### src/rtl/wb_ex_commit_pkg.sv
// Shared definitions for the WB-stage exception/ERET commit controller:
// exception codes, CP0 register numbers, flag bit positions and FSM states.
package wb_ex_commit_pkg;

  localparam logic [4:0] EXC_INT  = 5'h00;
  localparam logic [4:0] EXC_ADEL = 5'h04;
  localparam logic [4:0] EXC_ADES = 5'h05;
  localparam logic [4:0] EXC_SYS  = 5'h08;
  localparam logic [4:0] EXC_BP   = 5'h09;
  localparam logic [4:0] EXC_RI   = 5'h0a;
  localparam logic [4:0] EXC_OV   = 5'h0c;

  localparam logic [4:0] CP0_STATUS = 5'd12;
  localparam logic [4:0] CP0_CAUSE  = 5'd13;
  localparam logic [4:0] CP0_EPC    = 5'd14;

  localparam logic [31:0] EX_VECTOR_DEFAULT = 32'hBFC00380;

  localparam int EX_FLAGS_W  = 7;
  localparam int FLG_ADEL_IF = 0;
  localparam int FLG_RI      = 1;
  localparam int FLG_OV      = 2;
  localparam int FLG_SYS     = 3;
  localparam int FLG_BP      = 4;
  localparam int FLG_ADEL_LD = 5;
  localparam int FLG_ADES_ST = 6;

  typedef enum logic [1:0] {
    IDLE     = 2'd0,
    COMMIT   = 2'd1,
    REDIRECT = 2'd2
  } state_e;

endpackage

### src/rtl/ex_prio_enc.sv
// Combinational priority encoder: picks the single exception code that the
// retiring instruction commits, with a pending interrupt beating every flag.
module ex_prio_enc
  import wb_ex_commit_pkg::*;
(
  input  logic [EX_FLAGS_W-1:0] flags,
  input  logic                  int_pending,
  output logic [4:0]            code,
  output logic                  is_ex,
  output logic                  is_if_err
);

  always_comb begin
    code      = EXC_INT;
    is_if_err = 1'b0;
    is_ex     = int_pending | (|flags);
    if (int_pending) begin
      code = EXC_INT;
    end else if (flags[FLG_ADEL_IF]) begin
      code      = EXC_ADEL;
      is_if_err = 1'b1;
    end else if (flags[FLG_RI]) begin
      code = EXC_RI;
    end else if (flags[FLG_OV]) begin
      code = EXC_OV;
    end else if (flags[FLG_SYS]) begin
      code = EXC_SYS;
    end else if (flags[FLG_BP]) begin
      code = EXC_BP;
    end else if (flags[FLG_ADEL_LD]) begin
      code = EXC_ADEL;
    end else if (flags[FLG_ADES_ST]) begin
      code = EXC_ADES;
    end
  end

endmodule

### src/rtl/wb_ex_commit.sv
// WB-stage exception/ERET commit controller: registers one-cycle CP0 strobes,
// then flushes the pipeline and holds a fetch redirect until it is accepted.
module wb_ex_commit
  import wb_ex_commit_pkg::*;
#(
  parameter logic [31:0] EX_VECTOR = EX_VECTOR_DEFAULT
) (
  input  logic                  clk,
  input  logic                  reset,
  input  logic                  wb_valid,
  input  logic [31:0]           wb_pc,
  input  logic                  wb_bd,
  input  logic [EX_FLAGS_W-1:0] wb_ex_flags,
  input  logic [31:0]           wb_data_vaddr,
  input  logic                  wb_eret,
  input  logic                  wb_mtc0,
  input  logic [4:0]            wb_mtc0_addr,
  input  logic [31:0]           wb_mtc0_data,
  input  logic                  int_pending,
  input  logic [31:0]           cp0_epc,
  output logic [4:0]            ex_code,
  output logic                  ex_bd,
  output logic [31:0]           ex_pc,
  output logic [31:0]           ex_badvaddr,
  output logic                  ex_pc_error,
  output logic                  cp0_eret,
  output logic                  cp0_mtc0,
  output logic [4:0]            cp0_mtc0_addr,
  output logic [31:0]           cp0_mtc0_data,
  output logic                  flush,
  output logic                  redirect_valid,
  output logic [31:0]           redirect_pc,
  input  logic                  redirect_ready
);

  logic [4:0]  prio_code;
  logic        prio_is_ex;
  logic        prio_is_if_err;
  logic        trigger;
  logic        mtc0_fire;
  logic        data_fault;
  logic [31:0] badvaddr_d;

  state_e      state_q;
  logic        is_ex_q;
  logic [4:0]  ex_code_q;
  logic        ex_bd_q;
  logic [31:0] ex_pc_q;
  logic [31:0] ex_badvaddr_q;
  logic        ex_pc_error_q;
  logic        cp0_eret_q;
  logic        cp0_mtc0_q;
  logic [4:0]  cp0_mtc0_addr_q;
  logic [31:0] cp0_mtc0_data_q;
  logic        flush_q;
  logic        redirect_valid_q;
  logic [31:0] redirect_pc_q;

  ex_prio_enc u_prio (
    .flags       (wb_ex_flags),
    .int_pending (int_pending),
    .code        (prio_code),
    .is_ex       (prio_is_ex),
    .is_if_err   (prio_is_if_err)
  );

  // BadVAddr only carries an address for the two data-side faults and fetch AdEL.
  always_comb begin
    trigger    = wb_valid & (int_pending | (|wb_ex_flags) | wb_eret);
    mtc0_fire  = wb_mtc0 & ~trigger;
    data_fault = ~int_pending & ~(|wb_ex_flags[FLG_BP:FLG_ADEL_IF])
               & (wb_ex_flags[FLG_ADEL_LD] | wb_ex_flags[FLG_ADES_ST]);
    badvaddr_d = prio_is_if_err ? wb_pc : (data_fault ? wb_data_vaddr : 32'h0);
  end

  always_ff @(posedge clk) begin
    if (reset) begin
      state_q          <= IDLE;
      is_ex_q          <= 1'b0;
      ex_code_q        <= '0;
      ex_bd_q          <= 1'b0;
      ex_pc_q          <= '0;
      ex_badvaddr_q    <= '0;
      ex_pc_error_q    <= 1'b0;
      cp0_eret_q       <= 1'b0;
      cp0_mtc0_q       <= 1'b0;
      cp0_mtc0_addr_q  <= '0;
      cp0_mtc0_data_q  <= '0;
      flush_q          <= 1'b0;
      redirect_valid_q <= 1'b0;
      redirect_pc_q    <= '0;
    end else begin
      case (state_q)
        IDLE: begin
          ex_code_q       <= '0;
          ex_bd_q         <= 1'b0;
          ex_pc_q         <= '0;
          ex_badvaddr_q   <= '0;
          ex_pc_error_q   <= 1'b0;
          cp0_eret_q      <= 1'b0;
          cp0_mtc0_q      <= mtc0_fire;
          cp0_mtc0_addr_q <= mtc0_fire ? wb_mtc0_addr : 5'h0;
          cp0_mtc0_data_q <= mtc0_fire ? wb_mtc0_data : 32'h0;
          flush_q         <= 1'b0;
          if (trigger) begin
            state_q    <= COMMIT;
            is_ex_q    <= prio_is_ex;
            flush_q    <= 1'b1;
            cp0_eret_q <= ~prio_is_ex;
            if (prio_is_ex) begin
              ex_code_q     <= prio_code;
              ex_bd_q       <= wb_bd;
              ex_pc_q       <= wb_pc;
              ex_badvaddr_q <= badvaddr_d;
              ex_pc_error_q <= prio_is_if_err;
            end
          end
        end
        // EPC is sampled here so an MTC0 retired just before the ERET is seen.
        COMMIT: begin
          ex_code_q        <= '0;
          ex_bd_q          <= 1'b0;
          ex_pc_q          <= '0;
          ex_badvaddr_q    <= '0;
          ex_pc_error_q    <= 1'b0;
          cp0_eret_q       <= 1'b0;
          cp0_mtc0_q       <= 1'b0;
          flush_q          <= 1'b1;
          redirect_valid_q <= 1'b1;
          redirect_pc_q    <= is_ex_q ? EX_VECTOR : cp0_epc;
          state_q          <= REDIRECT;
        end
        REDIRECT: begin
          if (redirect_ready) begin
            flush_q          <= 1'b0;
            redirect_valid_q <= 1'b0;
            redirect_pc_q    <= '0;
            state_q          <= IDLE;
          end
        end
        default: state_q <= IDLE;
      endcase
    end
  end

  assign ex_code        = ex_code_q;
  assign ex_bd          = ex_bd_q;
  assign ex_pc          = ex_pc_q;
  assign ex_badvaddr    = ex_badvaddr_q;
  assign ex_pc_error    = ex_pc_error_q;
  assign cp0_eret       = cp0_eret_q;
  assign cp0_mtc0       = cp0_mtc0_q;
  assign cp0_mtc0_addr  = cp0_mtc0_addr_q;
  assign cp0_mtc0_data  = cp0_mtc0_data_q;
  assign flush          = flush_q;
  assign redirect_valid = redirect_valid_q;
  assign redirect_pc    = redirect_pc_q;

endmodule

### config.mk
export PLATFORM = sky130hd
export DESIGN_NAME = wb_ex_commit
export DESIGN_NICKNAME = d
export VERILOG_FILES = /design/src/rtl/wb_ex_commit_pkg.sv /design/src/rtl/ex_prio_enc.sv /design/src/rtl/wb_ex_commit.sv
export SDC_FILE = /design/constraint.sdc
export NUM_CORES = 1
export LEC_CHECK = 0
export CORE_MARGIN = 3
export CORE_UTILIZATION = 39
export CTS_CLUSTER_DIAMETER = 40
export DETAILED_ROUTE_END_ITERATION = 8
export HOLD_SLACK_MARGIN = 0.06
export PLACE_DENSITY = 0.91
export SLEW_MARGIN = 20
export SYNTH_ARGS = -nofsm -noshare
export SYNTH_HDL_FRONTEND = slang
export SYNTH_SLANG_ARGS = --single-unit
export TNS_END_PERCENT = 100
### constraint.sdc
create_clock -name clk -period 2 [get_ports clk]
set_input_delay 0.6 -clock clk [delete_from_list [all_inputs] [get_ports clk]]
set_output_delay 0.6 -clock clk [all_outputs]
set_load 0.02 [all_outputs]
==> metrics.md <==
| Metric | Value |
|---|---|
| Largest family of logic cells by synthesized area | compound AO/OA/AOI/OAI gates |
| Global-route wire length before repair | 28.59 mm |
| Die Y | 123.8 um |
| Compound-Gate Fraction of Synth Area | 24.17% |
| Peak supply drop | 0.6620 mV |
| Clk_lat worst skew | 0.41 ns |
| Total Wirelength | 19.19 mm |
| Pre-CTS setup slack | -0.3058 ns |
| Routed wire length per instance | 17.74 um |
| Synth top area cells | dfxtp_1 54%, a22oi_1 16%, nor2_1 8.2%, nand2_1 2.8%, clkbuf_1 2.1% |
| Asr flop ratio synth | 0% |
| Worst Path Arrival | around 1.4 ns |
| First drt pass iteration count | 7 |
| Row cnt | 42 |
| Post-synth EDFFs | 0 |
| Warning count from the yosys run | 0 |
| Largest net degree at the start of global routing | 39 |
| CP max stage cell | clkdlybuf4s50_1 |
| Final ANT Viol Nets | 0 |
| Die Span X | 123.8 um |
| Layout Nets | around 1000 |
| Top cells by count, synth | 146 x dfxtp_1, 119 x nor2_1, 117 x a22oi_1 |
| Synth Area in Simple Gates | 15.78% |
| Syn Inst Count | 595 |
| Final WS setup | 0.02412 ns |
| Vias in the first global route | roughly 5700 |
| Worst hold margin | 0.4436 ns |
| Core Area | ~13000 um2 |
| CP max FO | 2 |
| Crit-path leading delay family | buffers and inverters |
| Power per standard cell area | 842.0 nW/um2 |
| Iteration-0 DRC Markers | 365 |
| Final Cycle Share | a little over nine tenths |
| DIE AREA | 15340 um2 |
| GRT Util Overall | about a quarter |
| #FFs+latches synth | 146 |
| Final Setup Violations | 0 |
| Top cell type's share of synthesized area | 53.97% |
| CTS tree | built |
| RePlAce Congestion | roughly 0.81 |
| Fin. Hold Viols | 0 |
| IO buf count | 290 |
| P&R area growth vs syn | 76.32% |
| Synth Cell Area | roughly 5400 um2 |
| CP cell instances | clkdlybuf4s50_1 |
| CTS Sinks | between 100 and 150 |
| Crit path launch type | flop |
| Slew headroom | 64.94% |
| Mean Syn Cell Area | 9.101 um2 |
| Total number of vias | ~5700 |
| Outcome | finished, final reports clean |
| Root buf cell | clkbuf_16 |
| Synth Area in Adders | 0.9242% |
| Fraction of layout cells with a size suffix above 1 | 9.051% |
| Top FF cell, synth | dfxtp_1 |
| Initial core utilization | 40.41% |
| Post-synth cell types | 41 |
| Clock Skew | 0.007559 ns |
| Worst Path Class, Setup | reg2out |
| Highest clock rate | ~500 MHz |
| Worst-Margin Slew | 0.5252 ns |
| Maxcap violations | 0 |
| Tmin final | 1.976 ns |
| Type of the tightest min-delay check | reg2reg |
| Max Slew Vio Count | 0 |
| Syn_nets | 747 |
| Clock buffer depth | 2 |
| Via/cell ratio | ~5.3 |
| Worst-path clk slew | roughly 0.060 ns |
| Critical Path Sink Type | primary output |
| Register area share after synthesis | 53.97% |
| Leak pwr | 5.014 nW |
| Total grt overflow | 0 |
| Synth Area in XOR/XNOR | 0% |
| Multiplexer area fraction after synthesis | less than 1% |
| Placed wire-length estimate | approximately 14 mm |
| H-tree levels | 4 |
| Setup bufs post-CTS | 0 |
| Io pins | 292 |
| CP bufs+invs | 1 |
| Top-count cell post-synth | dfxtp_1 |
| Total negative slack | 0 ns |
| Critical path required time | 1.40 ns |
| Dominant cell type by area after synthesis | dfxtp_1 |
| CTS buffer count | 17 |
| Antenna violations before repair | 0 |
| DRC Markers | 0 |
| Worst path max stage delay | 0.62 ns |
| Ant diodes | 0 |
## state kept, by name, indices dropped and copies added, names as in the netlist
| signal | flops |
|---|---|
| redirect_pc | 32 |
| cp0_eret | 1 |
| cp0_mtc0_addr | 5 |
| ex_pc_error | 1 |
| cp0_mtc0_data | 32 |
| is_ex_q | 1 |
| ex_badvaddr | 32 |
| flush | 1 |
| ex_bd | 1 |
| ex_code | 4 |
| redirect_valid | 1 |
| state_q | 2 |
| cp0_mtc0 | 1 |
| ex_pc | 32 |
## layout by cell type, fill, tap and decap left out, types with 2 or more instances in the layout
cell,Yosys,layout
nor3_4,2,4
clkbuf_8,0,4
dfxtp_1,146,146
nand2_1,40,40
a32oi_1,5,5
buf_12,0,8
inv_1,4,4
o21ai_0,18,18
o31ai_1,3,3
a22oi_1,117,117
buf_4,4,37
or3_1,2,2
ha_1,4,4
clkdlybuf4s50_1,0,190
o21ai_1,17,17
nor3_1,15,15
a211oi_1,2,2
nor2_1,119,118
a21oi_1,16,16
dlymetal6s2s_1,0,84
nand3_1,4,4
clkbuf_1,31,2
bufinv_16,0,3
dlygate4sd2_1,0,15
a41o_1,3,3
clkbuf_16,0,17
and3_1,2,2
nor2b_1,5,4
## layer usage
metal / global-route usage (%) / wire [um]
met1: 27.36 / 7265
met2: 41.03 / 9781
met3: 9.628 / 1834
met4: 7.336 / 308
met5: 0 / 0
## kinds of logic after synthesis
family | count (synthesis)
AOI/OAI and AO/OA | 189
and+or+nand+nor | 198
muxes | 1
DFF | 146
buffers and inverters | 56
other | 1
adders and majority gates | 4
## final cells by class
cell class	count	area, um2
Clock buffer	23	488.0
Sequential cell	146	2923
Timing Repair Buffer	335	3527
Tap cell	176	220.2
Fill cell	958	3852
Clock inverter	5	102.6
Multi-Input combinational cell	393	2272
Inverter	4	15.01
## metrics by stage
| step | power (mW) | instance area (um2) | instances | utilization [%] |
|---|---|---|---|---|
| CTS | 8.112 | 9338 | 1082 | 69.68 |
| detailed placement | 4.915 | 8766 | 1054 | 65.42 |
| floorplan | 3.984 | 5415 | 595 | - |
| global placement | 4.881 | 8766 | 1054 | 65.42 |
| finish | 8.039 | 9548 | 1082 | 71.25 |
| global route | 8.361 | 9548 | 1082 | 71.25 |
## path summary, 6_finish.rpt
check	from	end	slack [ns]	cells past startpoint
min	ex_badvaddr[9]$_SDFFE_PP0P_	ex_badvaddr[9]$_SDFFE_PP0P_	0.44	2
max	cp0_mtc0_data[24]$_SDFFE_PP0P_	cp0_mtc0_data[24]	0.02	1
max reg2reg	state_q[1]$_SDFFE_PP0P_	ex_badvaddr[19]$_SDFFE_PP0P_	0.24	8
min reg2reg	ex_badvaddr[9]$_SDFFE_PP0P_	ex_badvaddr[9]$_SDFFE_PP0P_	0.44	2
## report_power, final
part | switching (mW) | internal [mW] | total [mW]
logic | 0.857 | 0.811 | 1.67
clock network | 1.14 | 2.07 | 3.21
registers | 0.0914 | 3.07 | 3.17
## timing repair
item | in CTS | in global routing
setup endpoints to repair | 15 | 84
hold buffers | 0 | 0
resized for setup | 15 | 84
## worst register-to-register path: stages, from the launching register on
cell and delay (ns):
dfxtp_1 0.33, inv_1 0.10, ha_1 0.30, buf_4 0.20
nand2_1 0.05, nor2_1 0.16, nand3_1 0.15, buf_12 0.20
o21ai_0 0.19
No activity file was read; power rests on OpenSTA's default activity.
